<file path="src/rtl/rr_arbiter4_if.sv">
// Request/grant bundle between four requesters and the round-robin arbiter.
// The arbiter takes the slave side; requesters (or a bench) take the master side.
interface rr_arbiter4_if;
  logic [3:0] req;
  logic [3:0] gnt;
  logic [1:0] gnt_id;
  logic       busy;
  logic       timeout;

  modport master (
    output req,
    input  gnt,
    input  gnt_id,
    input  busy,
    input  timeout
  );

  modport slave (
    input  req,
    output gnt,
    output gnt_id,
    output busy,
    output timeout
  );
endinterface

</file>
<file path="src/rtl/rr_arbiter4.sv">
// Four-way round-robin arbiter with a registered grant index and one-hot grant,
// optional hold-time limit, and a mandatory idle cycle between owners.
module rr_arbiter4 #(
  parameter int MAX_HOLD = 8
) (
  input  logic         clk,
  input  logic         rst,
  rr_arbiter4_if.slave bus
);

  typedef enum logic {
    IDLE  = 1'b0,
    GRANT = 1'b1
  } state_t;

  localparam bit         TIMEOUT_EN = (MAX_HOLD != 0);
  localparam logic [7:0] HOLD_LAST  = (MAX_HOLD == 0) ? 8'd0 : 8'(MAX_HOLD - 1);

  state_t     state;
  logic [1:0] ptr;
  logic [7:0] hold_cnt;
  logic [1:0] winner;
  logic       owner_req;
  logic       hold_expired;

  // First requester at or after the pointer, scanning ptr, ptr+1, ptr+2, ptr+3.
  function automatic logic [1:0] pick(input logic [3:0] r, input logic [1:0] p);
    logic [1:0] w;
    logic [1:0] idx;
    w = p;
    for (int i = 3; i >= 0; i--) begin
      idx = p + 2'(i);
      if (r[idx]) w = idx;
    end
    return w;
  endfunction

  function automatic logic [7:0] sat_inc(input logic [7:0] c);
    return (c == 8'hFF) ? c : c + 8'd1;
  endfunction

  always_comb begin
    winner       = pick(bus.req, ptr);
    owner_req    = bus.req[bus.gnt_id];
    hold_expired = TIMEOUT_EN && (hold_cnt == HOLD_LAST);
  end

  always_ff @(posedge clk) begin
    if (rst) begin
      state       <= IDLE;
      ptr         <= 2'd0;
      hold_cnt    <= 8'd0;
      bus.gnt     <= 4'b0000;
      bus.gnt_id  <= 2'd0;
      bus.busy    <= 1'b0;
      bus.timeout <= 1'b0;
    end else begin
      bus.timeout <= 1'b0;
      unique case (state)
        IDLE: begin
          if (|bus.req) begin
            state      <= GRANT;
            bus.gnt_id <= winner;
            bus.gnt    <= 4'b0001 << winner;
            bus.busy   <= 1'b1;
            hold_cnt   <= 8'd0;
          end
        end
        GRANT: begin
          // Release takes priority over the hold limit firing in the same cycle.
          if (!owner_req) begin
            state    <= IDLE;
            bus.gnt  <= 4'b0000;
            bus.busy <= 1'b0;
            ptr      <= bus.gnt_id + 2'd1;
          end else if (hold_expired) begin
            state       <= IDLE;
            bus.gnt     <= 4'b0000;
            bus.busy    <= 1'b0;
            bus.timeout <= 1'b1;
            ptr         <= bus.gnt_id + 2'd1;
          end else begin
            hold_cnt <= sat_inc(hold_cnt);
          end
        end
        default: state <= IDLE;
      endcase
    end
  end

  a_gnt_consistent: assert property (@(posedge clk) disable iff (rst)
    bus.gnt == (bus.busy ? (4'b0001 << bus.gnt_id) : 4'b0000));

  a_gnt_onehot0: assert property (@(posedge clk) disable iff (rst)
    $onehot0(bus.gnt));

endmodule

</file>
<file path="src/flat_wrapper.sv">
// flat-port wrapper written by rule: the top's interface ports become plain ports
module rr_arbiter4_flat 
#(
  parameter int MAX_HOLD = 8
)
  (clk, rst, bus_req, bus_gnt, bus_gnt_id, bus_busy, bus_timeout);
  rr_arbiter4_if bus_i ();
  input  logic clk;
  input  logic rst;
  input wire logic [$bits(bus_i.req)-1:0] bus_req;
  output wire logic [$bits(bus_i.gnt)-1:0] bus_gnt;
  output wire logic [$bits(bus_i.gnt_id)-1:0] bus_gnt_id;
  output wire logic [$bits(bus_i.busy)-1:0] bus_busy;
  output wire logic [$bits(bus_i.timeout)-1:0] bus_timeout;
  assign bus_i.req = bus_req;
  assign bus_gnt = bus_i.gnt;
  assign bus_gnt_id = bus_i.gnt_id;
  assign bus_busy = bus_i.busy;
  assign bus_timeout = bus_i.timeout;
  rr_arbiter4 #(.MAX_HOLD(MAX_HOLD)) u_core (.clk(clk), .rst(rst), .bus(bus_i));
endmodule
</file>
<file path="config.mk">
export PLATFORM = sky130hd
export DESIGN_NAME = rr_arbiter4_flat
export DESIGN_NICKNAME = d
export VERILOG_FILES = /design/src/rtl/rr_arbiter4_if.sv /design/src/rtl/rr_arbiter4.sv /design/src/flat_wrapper.sv
export SDC_FILE = /design/constraint.sdc
export NUM_CORES = 1
export LEC_CHECK = 0
export CORE_MARGIN = 2
export CORE_UTILIZATION = 52
export DETAILED_ROUTE_END_ITERATION = 6
export HOLD_SLACK_MARGIN = 0.05
export PLACE_DENSITY = 0.86
export SETUP_SLACK_MARGIN = 0.1
export SYNTH_ARGS = -nofsm -noshare
export SYNTH_HDL_FRONTEND = slang
export SYNTH_SLANG_ARGS = --single-unit
</file>
<file path="constraint.sdc">
create_clock -name clk -period 2.5 [get_ports clk]
set_input_delay 0.5 -clock clk [delete_from_list [all_inputs] [get_ports clk]]
set_output_delay 0.5 -clock clk [all_outputs]
set_load 0.02 [all_outputs]
</file>
# After elaboration in Yosys (flattened, before gate mapping)
# Index checks and enable logic that the tools add are counted.
[word_totals] output_inout_bits=8 in_bits=6 wordCells=68 regBits=19
[classes] reduce_logical=6 magnitude_cmp=5 bitwise=2 shifts=1 addsub=5 n_eq_ne=8 mux=34
[op_table] operator="$mux 8" count=4
[op_table] operator="$pmux 8 s2" count=1
[op_table] operator="$lt 2x3->1 const B" count=5
[op_table] operator="$mux 1" count=12
[op_table] operator="$mux 2" count=6
[op_table] operator="$mux 4" count=3
[op_table] operator="$bmux 1 s2" count=5
[op_table] operator="$add 8x1->8 const B" count=1
[op_table] operator="$eq 8x3->1 const B" count=1
[op_table] operator="$eq 8x8->1 const B" count=1
[op_table] operator="$ne 2x2->1 const B" count=4
[op_table] operator="$pmux 4 s2" count=1
[op_table] operator="$reduce_and 2->1" count=3
[op_table] operator="$add 2x1->2 const B" count=2
[op_table] operator="$add 2x2->2 const B" count=2
[op_table] operator="$pmux 1 s2" count=2
[op_table] operator="$reduce_and 4->1" count=1
[op_table] operator="$reduce_or 4->1" count=1
[op_table] operator="$shl 1x2->4 const A" count=1
[op_table] operator="$ne 3x3->1 const B" count=1
[op_table] operator="$reduce_or 3->1" count=1
[op_table] operator="$ne 2x1->1 const B" count=1
[op_table] operator="$not 1->1" count=2

# Depth between registers and ports, before layout
# Gate-level depths: netlist (run 1).
[depth] depth_word=10 ltp_mapped=7 mapped_depth_nobuf=6

# Worst setup path after synthesis (run 1)
# Ideal clock, no wire load.
[synth_timing] path_kind="input -> register" start="input bus_req[1]" end="register u_core.hold_cnt[5]" setup_slack_ns=0.502 setup_time_ns=0.125 cell_stages=6 path_buffers=1 t_required_ns=2.375 arrival_time_ns=1.873 cell_sequence="or4_1 > a2111oi_0 > a211o_1 > buf_6 > or4_1 > a21oi_1"
[synth_between] elab_chain_len=4 elab_cells_between_ends=6 classes_between="2 x eq/ne; 2 x mux; 2 x reduce/logical"
[synth_lines] element="from (decl)" line_no="flat_wrapper.sv:10" source="input wire logic [$bits(bus_i.req)-1:0] bus_req;"
[synth_lines] element="$bmux 1 s2" line_no="rr_arbiter4.sv:44" source="owner_req = bus.req[bus.gnt_id];"
[synth_lines] element="$mux 1 (not written as such)" line_no="rr_arbiter4.sv:44"
[synth_lines] element="$ne 2x2->1 (no line)"
[synth_lines] element="$reduce_and 4->1 (no line) (*)"
[synth_lines] element="to (signal assigned)" line_no="rr_arbiter4.sv:83" source="hold_cnt <= sat_inc(hold_cnt);"
[synth_lines] element="to (decl)" line_no="rr_arbiter4.sv:21" source="logic [7:0] hold_cnt;"
# Mark *: on every way between the ends. The rest lies on a longest branch, timed or not. The select of a mux whose other input is x is not followed.
# A chain may end at the register's enable or synchronous reset.

# Final worst setup path (run 1)
[layout_timing] start="input bus_req[1]" end="register u_core.hold_cnt[7]"
# The elaborated chain is that of the path after synthesis.

==> results.cfg, run 1 <==
[route]
num_vias = 1023
first_pass_iters = 4
drc = 0
drt-total-wl_mm = 2.32
wire_per_inst_um = 13.5
vias_per_cell = 5.95
antenna_left = 0
drtIter0Drc = 28

[job]
maxCapViolCount = 0

[place]
io_buffers = 13
place.gp.congestion = 0.777
dp_hpwl_mm = 1.79

[critical_path]
path_class = primary input to flop
r2r_cells = 5
cp_common_cell = or4_1
cp_slowest_cell = or4_1
cp-start-kind = primary input
cp.arrival_ps = 2420
crit_fanout = 11
slowest_delay_ps = 540
worst_setup_path_end_kind = flop
path_cells = clkdlybuf4s50_1, or4_1, a2111oi_0, a211o_2, or4_1, a21oi_1
r2r_slack_ps = 500
r2r_end = u_core.ptr[1]
cp.required_ps = 2690
crit_start = bus_req[1]
endpoint = u_core.hold_cnt[7]
r2r_start = u_core.hold_cnt[3]

[layout]
regArea_um2 = 380
antennaDiodeCount = 0
multiInputGateArea_um2 = 573
syn_to_final_growth_pct = 24.9
layout.nets = 155
drive_gt1_share_pct = 12.9
n_fill_cell = 152

[clock_network]
numCtsBuffers = 3
htree_levels = 1
clk_pin_slew_ps = 100
post_cts_buffers = 0
clockBufferDepth = 2
cts_sinks = 19
clkLatencyLatePin_ps = 300
cts_tree = done
cts_hold_buf = 0
cts-root-buf = clkbuf_4

[yosys]
ys.flop_type = dfxtp_1
syn_area_um2 = 1000
netlist_instances = 123
synth_area_per_cell_um2 = 8.14
synth_top_area_share_pct = 38.0
synth_top_cell_by_area = dfxtp_1
netlist_top_cells_count = 19 x dfxtp_1, 12 x nor2_1, 10 x a21oi_1, 10 x nand2_1, 7 x inv_1
synth_seq_area_share_pct = 38.0
ys_ff_latch = 19
synth_edf_count = 0
ys_warn_count = 0
async_flop_share_pct = 0
synth_cell_types = 39
synth_most_common_cell = dfxtp_1
syn-num-nets = 130
synth.area.top_cells = dfxtp_1 38%, a21oi_1 5.0%, nor2_1 4.5%

[timing]
worst-slew-pin-transition_ps = 454
fmax_ghz = 0.447
maxSlewHeadroom_pct = 69.0
min_period_over_period_pct = 89.5
timing.hold.ws_ps = 480
rsz0062_at_grt = no
fin_skew_ps = 4.02
setup_viol = 0
min_period_ps = 2240
hold_viol = 0
tns_ps = 0
slew_viol_final = 0

[pwr]
total_leakage_power_nw = 0.439
ir_drop_v = 0.000417
p_per_area_nw_per_um2 = 525

[floorplanning]
io_pins = 14
num_rows = 15
die_h_um = 47.9
core_um2 = 1760
start_util_pct = 56.7
fp.dieArea_um2 = 2290
dieWidth_um = 47.9

[global_route]
grt_pass1_vias = 871
grt_pass1_wl_mm = 3.55
track_usage_pct = 22.7
grt_max_degree = 12
grt_overflow = 0
antenna_found_initial = 0

[status]
status = finished, final reports clean

[hold_path]
hold_path_class = flop to flop
stage by stage:
stage	worst slack (ps)	util (%)	std cells	area, um^2	power (mW)
final	264	70.9	172	1250	0.656
after global routing	185	70.9	172	1250	0.682
after floorplan	502	-	123	1000	0.440
after global placement	-16.3	69.3	168	1220	0.498
after detailed placement	-135	69.3	168	1220	0.508
after CTS	170	70.8	172	1250	0.657
registers in the layout (all words and copies together), names as in the netlist:
signal	count
u_core.hold_cnt	8
u_core.bus.gnt	4
u_core.bus.gnt_id	2
u_core.ptr	2
u_core.bus.busy	1
u_core.bus.timeout	1
u_core.state	1
power by group:
| group | switching (mW) | total [mW] | internal (mW) |
|---|---|---|---|
| logic | 0.0842 | 0.165 | 0.0804 |
| registers | 0.0180 | 0.337 | 0.319 |
| clock network | 0.0924 | 0.155 | 0.0622 |
critical path: cells and delay by family:
family	cells	cell delay [ps]
AOI/OAI and AO/OA	3	840
buffers and inverters	1	410
and+or+nand+nor	2	670
cell type report:
class	count	share of cell area (%)
Timing Repair Buffer	24	17.0
Sequential cell	19	30.4
Clock buffer	4	2.10
Inverter	7	2.10
Tap cell	25	2.50
Multi-Input combinational cell	93	45.8
placed cells by master, fill, tap and decap left out, types with 2 or more instances in the layout:
cell type and n:
dfxtp_1 19, clkdlybuf4s50_1 13, nor2_1 12, buf_4 11
nand2_1 10, a21oi_1 10, inv_1 7, o22ai_1 6
or4_1 5, nor3_1 5, nand2b_1 4, o21ai_0 4
nand3_1 4, or3_1 3, clkbuf_4 3, and2_1 2
mux2_2 2, a2111oi_0 2, a211oi_1 2, nand3b_1 2
o31ai_1 2
cell families after synthesis:
kind of cell | synth area share [%]
and+or+nand+nor | 26.3
AOI/OAI and AO/OA | 25.5
DFF | 38.0
buffers and inverters | 4.88
muxes | 3.25
xor gates and xnor gates | 0.875
adders and majority gates | 1.25
worst min-delay path by stage:
stage / startpoint / to / slack, ps / cells after the start
final: u_core.bus.gnt[2] / u_core.bus.gnt[2] / 480 / 2
after global routing: u_core.bus.gnt[1] / u_core.bus.gnt[1] / 510 / 2
after CTS: u_core.bus.gnt[2] / u_core.bus.gnt[2] / 480 / 2
after detailed placement: u_core.bus.gnt[2] / u_core.bus.gnt[2] / 460 / 2
after global placement: u_core.bus.gnt[2] / u_core.bus.gnt[2] / 460 / 2
after floorplan: u_core.hold_cnt[7] / u_core.hold_cnt[7] / 470 / 2
what timing repair did:
item / 4_1_cts / 5_1_grt
resized for setup: 0 / 1
endpoints found under the setup margin: 0 / 6
endpoints found under the hold margin: 0 / 0
layer usage:
layer,part of all wire (%),vias to the layer above,track usage (%)
li1,-,512,-
met1,44,476,27.2
met2,49,28,38.1
met3,4.4,7,4.53
met4,2.2,0,11.4
met5,0,-,0
Note: power is estimated with default switching activity, not from simulation.
==> run 2: changes to the inputs <==
Settings changed: CAP_MARGIN set to 20, HOLD_SLACK_MARGIN 0.05 to not set.
==> results of run 2 <==
No change in the layout: final DEF, timing and power equal those of run 1.
